File: config.mk
export PLATFORM = sky130hd
export DESIGN_NAME = multicycle_sequencer
export DESIGN_NICKNAME = d
export VERILOG_FILES = /design/src/rtl/multicycle_sequencer.sv
export SDC_FILE = /design/constraint.sdc
export NUM_CORES = 1
export LEC_CHECK = 0
export CAP_MARGIN = 10
export CELL_PAD_IN_SITES_DETAIL_PLACEMENT = 1
export CELL_PAD_IN_SITES_GLOBAL_PLACEMENT = 1
export CORE_MARGIN = 1
export CORE_UTILIZATION = 35
export CTS_CLUSTER_SIZE = 14
export DETAILED_ROUTE_END_ITERATION = 6
export HOLD_SLACK_MARGIN = 0.05
export MAX_ROUTING_LAYER = met4
export PLACE_DENSITY_LB_ADDON = 0.1
export SKIP_CTS_REPAIR_TIMING = 1
export SLEW_MARGIN = 20
export SYNTH_ARGS = -nofsm -noshare
export SYNTH_HDL_FRONTEND = slang
export SYNTH_SLANG_ARGS = --single-unit
File: constraint.sdc
create_clock -name clk -period 5.09 [get_ports clk]
set_input_delay 1.527 -clock clk [delete_from_list [all_inputs] [get_ports clk]]
set_output_delay 1.527 -clock clk [all_outputs]
set_load 0.005 [all_outputs]
File: src/rtl/multicycle_sequencer.sv
// LEGv8 multicycle control sequencer: FETCH/DECODE/EXECUTE/MEM/WRITEBACK with memory timeout fault.
// Optional performance counters (CycleCnt/RetireCnt) are enabled by defining SEQ_PERF_CNT_EN.
module multicycle_sequencer #(
  parameter int unsigned MEM_TIMEOUT = 16
`ifdef SEQ_PERF_CNT_EN
  ,
  parameter int unsigned CNT_W = 32
`endif
) (
  input  logic        clk,
  input  logic        rst_n,
  input  logic        Start,
  input  logic        Halt,
  input  logic [10:0] Opcode,
  input  logic        Zero,
  input  logic        MemAck,
  output logic        PCWrite,
  output logic        PCSrc,
  output logic        IRWrite,
  output logic        RegRead,
  output logic        ALUEn,
  output logic        MemReq,
  output logic        MemWe,
  output logic        RegWrite,
  output logic        Busy,
  output logic        IllegalOp,
  output logic        Fault
`ifdef SEQ_PERF_CNT_EN
  ,
  output logic [CNT_W-1:0] CycleCnt,
  output logic [CNT_W-1:0] RetireCnt
`endif
);

  typedef enum logic [2:0] {
    S_IDLE, S_FETCH, S_DECODE, S_EXECUTE, S_MEM, S_WB, S_FAULT
  } state_t;

  typedef enum logic [2:0] {
    C_R, C_LD, C_ST, C_B, C_CBZ, C_CBNZ, C_ILL
  } cls_t;

  state_t     state;
  state_t     boundary;
  cls_t       cls_q;
  cls_t       dec;
  logic [7:0] tmo_cnt;
  logic       halt_q;
  logic       halt_seen;
  logic       tmo_hit;

  always_comb begin
    casez (Opcode)
      11'b10001011000, 11'b11001011000,
      11'b10001010000, 11'b10101010000: dec = C_R;
      11'b11111000010:                  dec = C_LD;
      11'b11111000000:                  dec = C_ST;
      11'b000101?????:                  dec = C_B;
      11'b10110100???:                  dec = C_CBZ;
      11'b10110101???:                  dec = C_CBNZ;
      default:                          dec = C_ILL;
    endcase
  end

  // Every path back to FETCH goes through here so a pending Halt stops at the boundary.
  assign halt_seen = halt_q | Halt;
  assign boundary  = halt_seen ? S_IDLE : S_FETCH;
  assign tmo_hit   = (tmo_cnt == 8'(MEM_TIMEOUT - 1));

  always_ff @(posedge clk) begin
    if (!rst_n) begin
      state   <= S_IDLE;
      cls_q   <= C_R;
      tmo_cnt <= '0;
      halt_q  <= 1'b0;
    end else begin
      halt_q <= halt_seen;
      case (state)
        S_IDLE: begin
          halt_q <= 1'b0;
          if (Start) state <= S_FETCH;
        end
        S_FETCH: begin
          if (MemAck) begin
            tmo_cnt <= '0;
            state   <= S_DECODE;
          end else if (tmo_hit) begin
            tmo_cnt <= '0;
            state   <= S_FAULT;
          end else begin
            tmo_cnt <= tmo_cnt + 8'd1;
          end
        end
        S_DECODE: begin
          cls_q <= dec;
          if (dec == C_ILL) begin
            state  <= boundary;
            halt_q <= 1'b0;
          end else begin
            state <= S_EXECUTE;
          end
        end
        S_EXECUTE: begin
          case (cls_q)
            C_R:        state <= S_WB;
            C_LD, C_ST: state <= S_MEM;
            default: begin
              state  <= boundary;
              halt_q <= 1'b0;
            end
          endcase
        end
        S_MEM: begin
          if (MemAck) begin
            tmo_cnt <= '0;
            if (cls_q == C_ST) begin
              state  <= boundary;
              halt_q <= 1'b0;
            end else begin
              state <= S_WB;
            end
          end else if (tmo_hit) begin
            tmo_cnt <= '0;
            state   <= S_FAULT;
          end else begin
            tmo_cnt <= tmo_cnt + 8'd1;
          end
        end
        S_WB: begin
          state  <= boundary;
          halt_q <= 1'b0;
        end
        S_FAULT: begin
          if (Start) begin
            state  <= boundary;
            halt_q <= 1'b0;
          end
        end
        default: state <= S_IDLE;
      endcase
    end
  end

  // Stage strobes follow the state; ack-qualified strobes fire only in the completing cycle.
  always_comb begin
    PCWrite   = 1'b0;
    PCSrc     = 1'b0;
    IRWrite   = 1'b0;
    RegRead   = 1'b0;
    ALUEn     = 1'b0;
    MemReq    = 1'b0;
    MemWe     = 1'b0;
    RegWrite  = 1'b0;
    IllegalOp = 1'b0;
    case (state)
      S_FETCH: begin
        MemReq  = 1'b1;
        IRWrite = MemAck;
      end
      S_DECODE: begin
        RegRead = 1'b1;
        if (dec == C_ILL) begin
          IllegalOp = 1'b1;
          PCWrite   = 1'b1;
        end
      end
      S_EXECUTE: begin
        ALUEn = 1'b1;
        case (cls_q)
          C_B:    begin PCSrc = 1'b1;  PCWrite = 1'b1; end
          C_CBZ:  begin PCSrc = Zero;  PCWrite = 1'b1; end
          C_CBNZ: begin PCSrc = ~Zero; PCWrite = 1'b1; end
          default: ;
        endcase
      end
      S_MEM: begin
        MemReq  = 1'b1;
        MemWe   = (cls_q == C_ST);
        PCWrite = (cls_q == C_ST) & MemAck;
      end
      S_WB: begin
        RegWrite = 1'b1;
        PCWrite  = 1'b1;
      end
      default: ;
    endcase
  end

  assign Busy  = (state != S_IDLE) && (state != S_FAULT);
  assign Fault = (state == S_FAULT);

`ifdef SEQ_PERF_CNT_EN
  always_ff @(posedge clk) begin
    if (!rst_n) begin
      CycleCnt  <= '0;
      RetireCnt <= '0;
    end else begin
      if (Busy) CycleCnt <= CycleCnt + CNT_W'(1);
      if (PCWrite && (state != S_FAULT)) RetireCnt <= RetireCnt + CNT_W'(1);
    end
  end
`endif

endmodule

==> impl_metrics.ini <==
[clock_network]
worstSkewPairLatency_ns = 0.29
cts_tree = built
cts_root_buffer = clkbuf_4
cts-buffers-inserted = 3
clkTransAtPathRegs_ns = 0.08
clock-sinks = 15
htreeDepth = 1
cts_max_path_buffers = 2

[grt]
antenna_found_initial = 0
grt_max_degree = 20
grt_pass1_vias = 1302
grt-ovfl-total = 0
gr-usage-all-layers = 0.226
grt_pass1_wl_mm = 5.84

[die]
initial_core_util = 0.367
design.core.area_um2 = 3050
ios = 28
die_x_um = 58.6
die_h_um = 58.6
rows = 20
dieArea_um2 = 3430

[timing]
setup_violations = 1
setup_slack_ns = -0.0394
skew_ns = 0.0177
period_share = 1.01
hold_ws_ns = 0.507
finalHoldViolCount = 0
fmax_ghz = 0.195
worst_pin_slew_ns = 0.543
rsz0062_at_grt = yes
finalCriticalPeriod_ns = 5.13
slew_viol_final = 0
maxSlewHeadroom = 0.638

[final_layout]
layout-drive-gt1-share = 0.135
area_delta_synth_final_pct = 39.2
fin_nets = 197
multi_input_area_um2 = 801
final_cells = 222
regArea_um2 = 300
n_fill_cell = 378
diodes = 0

[worst_hold_path]
hold_depth = 2
hp-class = flop to flop

[synthesis]
synthArstFlopShare = 0
syn_nets = 160
yosysUniqueCellTypes = 51
synthFlopType = dfxtp_1
synth_cells = 142
synth_area_um2 = 1120
ys_ff_latch = 15
yosysWarnings = 0
synth-edff-count = 0
syn_area_per_cell_um2 = 7.89
yosysSeqAreaShare = 0.268

[detailed_routing]
firstDrtPassIters = 4
drc_errors = 0
wl_per_cell_um = 15.7
routed_wl_mm = 3.49
drt-met1-wl_mm = 1.60
vias = 1220
viasPerCell = 5.50
top_layer_used = met4
initialDrtViolationCount = 76
dr_wl_met3_um = 76
dr_wl_met2_mm = 1.78
antenna_left = 0

[critical_path]
startpoint_type = input pin
crit_fanout = 2
arrival_ns = 3.60
r2r_cells = 5
cp.required_ns = 3.56
crit_path_end_kind = primary output
worstSetupPathType = input pin to primary output

[power]
vdd_ir_drop_max_uv = 83.1
power_leakage_uw = 0.000614
pwr_density_cell_nw_per_um2 = 217

[place]
gp_congestion = 0.851
portBuffers = 27
dp_hpwl_mm = 2.69
dp.cells = 218

[job]
drv_cap = 0

[run_status]
violations = setup timing
status = complete, but fails checks
==> per-layer routing <==
metal / global-route usage / vias up
met5: - / -
met4: 0.0714 / 0
met3: 0.0264 / 4
met2: 0.388 / 16
met1: 0.277 / 598
li1: - / 602
==> state kept, by name, summed over array words and instances (netlist names) <==
| signal | cells |
|---|---|
| cls_q | 3 |
| state | 3 |
| halt_q | 1 |
| tmo_cnt | 8 |
==> path summary, 6_finish.rpt <==
kind | startpoint | slack [ns] | end
min | tmo_cnt[1] | 0.51 | tmo_cnt[1]
min reg2reg | tmo_cnt[1] | 0.51 | tmo_cnt[1]
max | Opcode[0] | -0.04 | PCWrite
max reg2reg | state[0] | 3.09 | tmo_cnt[7]
==> layout by cell type (no fill, tap or decap), types with 3 or more instances in the layout <==
master           count
buf_4               11
nand3_1              5
nor2_1              15
clkbuf_4             3
inv_1                4
clkdlybuf4s50_1     23
dlymetal6s2s_1       4
nor4bb_1             3
nor3_1               4
o21ai_0              9
nand2b_1             5
a21oi_1              8
xor2_1               5
nand2_1              6
nor2b_1              6
dfxtp_1             15
==> cell type report <==
| cell class | count | area share |
|---|---|---|
| Multi-Input combinational cell | 117 | 0.513 |
| Timing Repair Buffer | 38 | 0.233 |
| Tap cell | 44 | 0.0353 |
| Sequential cell | 15 | 0.192 |
| Inverter | 4 | 0.00962 |
| Clock buffer | 4 | 0.0168 |
==> where the power goes <==
group | internal (uW) | total, uW | leakage [uW] | switching, uW
Sequential | 126 | 144 | 0.000122 | 18.4
Combinational | 66.3 | 126 | 0.000477 | 59.4
Clock | 30.4 | 69.2 | 0.0000150 | 38.8
Total | 222 | 339 | 0.000614 | 117
==> synth_stat cells, types with 2 or more instances <==
cell,n,share of area
a31oi_1,2,0.011
a21o_1,2,0.013
clkbuf_1,6,0.020
nand3_1,5,0.022
nor3_1,4,0.018
nor2_1,15,0.050
xor2_1,5,0.039
inv_1,4,0.013
dfxtp_1,15,0.27
o21ai_0,9,0.040
nand2b_1,5,0.028
a21oi_1,8,0.036
nor3b_1,2,0.013
nand3b_1,2,0.013
nor4b_1,3,0.023
or4_1,2,0.013
xnor2_1,2,0.016
nand2_1,6,0.020
a211oi_1,2,0.013
nor4bb_1,3,0.027
nor2b_1,6,0.033
o221a_1,2,0.020
or3b_2,2,0.016
a21boi_0,2,0.013
o21bai_1,2,0.013
==> per-stage QoR <==
step / instance area [um^2] / setup slack, ns / setup TNS (ns) / power, uW / util
global route: 1560 / -0.117 / -0.117 / 360 / 0.511
floorplan: 1120 / 0.525 / 0 / 212 / -
global placement: 1510 / -0.345 / -0.586 / 266 / 0.493
detailed placement: 1510 / -0.412 / -0.714 / 271 / 0.493
finish: 1560 / -0.0394 / -0.0394 / 339 / 0.511
CTS: 1530 / -0.442 / -0.770 / 344 / 0.502
==> worst max-delay path: stages <==
cell and delay [ns]:
clkdlybuf4s50_1 0.43, or4b_4 0.53, or4b_4 0.51, a21oi_4 0.15, a211oi_1 0.07, or2_1 0.24, dlymetal6s2s_1 0.15
==> kinds of logic after synthesis <==
kind of cell	Yosys count	synth area share
flip-flops	15	0.268
XOR/XNOR	7	0.0547
adder cells (fa/ha/maj)	1	0.0112
multiplexers	1	0.00893
buffers and inverters	10	0.0335
AND/OR/NAND/NOR	67	0.368
AO/OA/AOI/OAI	41	0.256
Note: power is estimated with default switching activity, not from simulation.
==> patch: new RTL, config.mk and constraints unchanged <==
One comparison of `tmo_cnt` changes from == to >=.
--- a/src/rtl/multicycle_sequencer.sv
+++ b/src/rtl/multicycle_sequencer.sv
@@ -67,3 +67,3 @@
   assign boundary  = halt_seen ? S_IDLE : S_FETCH;
-  assign tmo_hit   = (tmo_cnt == 8'(MEM_TIMEOUT - 1));
+  assign tmo_hit   = (tmo_cnt >= 8'(MEM_TIMEOUT - 1));
 
Behaviour: no difference found for any inputs over 10 cycles, from zero or initial values and one cycle with rst_n low; that may be too few to reach the edited logic, so the function may still have changed.
==> patch against the unedited design <==
  * Worst setup slack better by 290 ps
  * Total power shrank 11%
  * Final area fell by 10%
  * Critical path depth is the same
  * Synthesized area decreased by 8.7%
  * Sequential cell count is the same
  * Highest routed layer unchanged
  * Hold slack got worse by 17 ps
  * Routed wire length shrank 12%
==> patch: results (changes against the unedited design) <==
Status
  • Run status: complete, no violations (was complete, but fails checks)

Routing
  • DR WL met3: 147 um (was 76 um)
  • Routed length per instance: 16.0 um (was 15.7 um)
  • Met1 Routed Length: 1.41 mm (was 1.60 mm)
  • Vias per cell: 6.10 (was 5.50)
  • Drt initial violations: 40 (was 76)
  • WL met2: 1.50 mm (was 1.78 mm)

STA
  • Max-slew headroom: 65.4% (was 63.8%)
  • Layout Skew: 10.6 ps (was 17.7 ps)

Global route
  • GR Util met2: 35.4% (was 38.8%)
  • Global-route wire length before repair: 5.24 mm (was 5.84 mm)
  • Largest net degree at the start of global routing: 16 (was 20)
  • Gr usage total: 21.3% (was 22.6%)
  • Number of global-route vias before repair: 1152 (was 1302)
  • Grt met1 use: 26.4% (was 27.7%)

Yosys
  • Area contributors post-synth: dfxtp_1, o21ai_0, nor3_1, a31oi_1, nor2b_1 (was dfxtp_1, nor2_1, o21ai_0, xor2_1, a21oi_1)
  • Commonest cells in the synthesized netlist: dfxtp_1, o21ai_0, nor3_1 (was dfxtp_1, nor2_1, o21ai_0)
  • Synth Instances: 129 (was 142)
  • Synth unique cells: 49 (was 51)
  • Synth Warn #: 0 (unchanged)
  • Mapped Nets: 147 (was 160)

Place
  • GP Congestion: 0.761 (was 0.851)
  • Cell count after placement: 189 (was 218)
  • IO Port Bufs: 27 (unchanged)
  • Placed cell area: 0.00136 mm2 (was 0.00151 mm2)
  • DP Worst Slack: -89.7 ps (was -412 ps)
  • DP Wirelength: 2.42 mm (was 2.69 mm)

Setup path
  • Worst-path fanout max: 3 (was 2)
  • WP data arrival: 3310 ps (was 3600 ps)

Finish
  • Fin nets: 181 (was 197)
  • Synth-to-Final Area Change: 37.0% (was 39.2%)
  • Layout cell share with drive strength beyond 1: 13.0% (was 13.5%)
  • FILL cells: 353 (was 378)

Power
  • Peak VDD IR: 0.000152 V (was 0.0000831 V)
  • Cell leakage power: 0.574 nW (was 0.614 nW)
  • Switching portion of total power: 32.7% (was 34.4%)
patch: changes by cell type after synthesis, moves of 4 or more:
cell     delta
a31oi_1     +4
nor2_1      -9
nor3_1      +4
o21ai_0     +4
patch: final cells by class:
cell class,instances,share of cell area (%)
clock buffers,3,1.61
repair buffers,34,23.4
inverters,5,1.34
multi-input cells,104,49.2
flip-flops and latches,15,21.4
well taps,31,2.77
clock inverters,1,0.357
patch: power groups by stage:
stage          logic (mW)  clock network (mW)  registers [mW]
2_1_floorplan      0.0559                   0           0.131
3_3_place_gp       0.0884                   0           0.138
3_5_place_dp       0.0924                   0           0.140
4_1_cts            0.0928              0.0742           0.137
5_1_grt             0.102              0.0794           0.138
6_report           0.0924              0.0712           0.137
patch: worst max-delay path, cell delays in order:
cell             delay, ps
clkdlybuf4s50_1        510
nor3b_1                280
nor4bb_2               430
a31o_2                 170
or2_2                  130
o211ai_1               100
dlymetal6s2s_1         170
patch: final timing paths:
path	slack, ps	end	startpoint
min	490	tmo_cnt[1]$_SDFFE_PN0P_	tmo_cnt[1]$_SDFFE_PN0P_
min reg2reg	490	tmo_cnt[1]$_SDFFE_PN0P_	tmo_cnt[1]$_SDFFE_PN0P_
max reg2reg	3140	state[1]$_SDFFE_PN0P_	tmo_cnt[7]$_SDFFE_PN0P_
max	250	PCWrite	Opcode[5]
patch: stage by stage:
step / hold WS (ps) / setup TNS [ps] / power, mW
2_1_floorplan: 458 / 0 / 0.187
3_3_place_gp: 477 / -47.9 / 0.227
3_5_place_dp: 482 / -138 / 0.232
4_1_cts: 495 / -173 / 0.304
5_1_grt: 522 / 0 / 0.320
6_report: 490 / 0 / 0.300
patch: logic make-up after synthesis:
family          share of synthesized area (%)
simple gates                             34.5
compound gates                           28.5
buf+inv                                  3.91
fa+ha+maj                                1.22
xor+xnor                                 2.57
flops                                    29.3
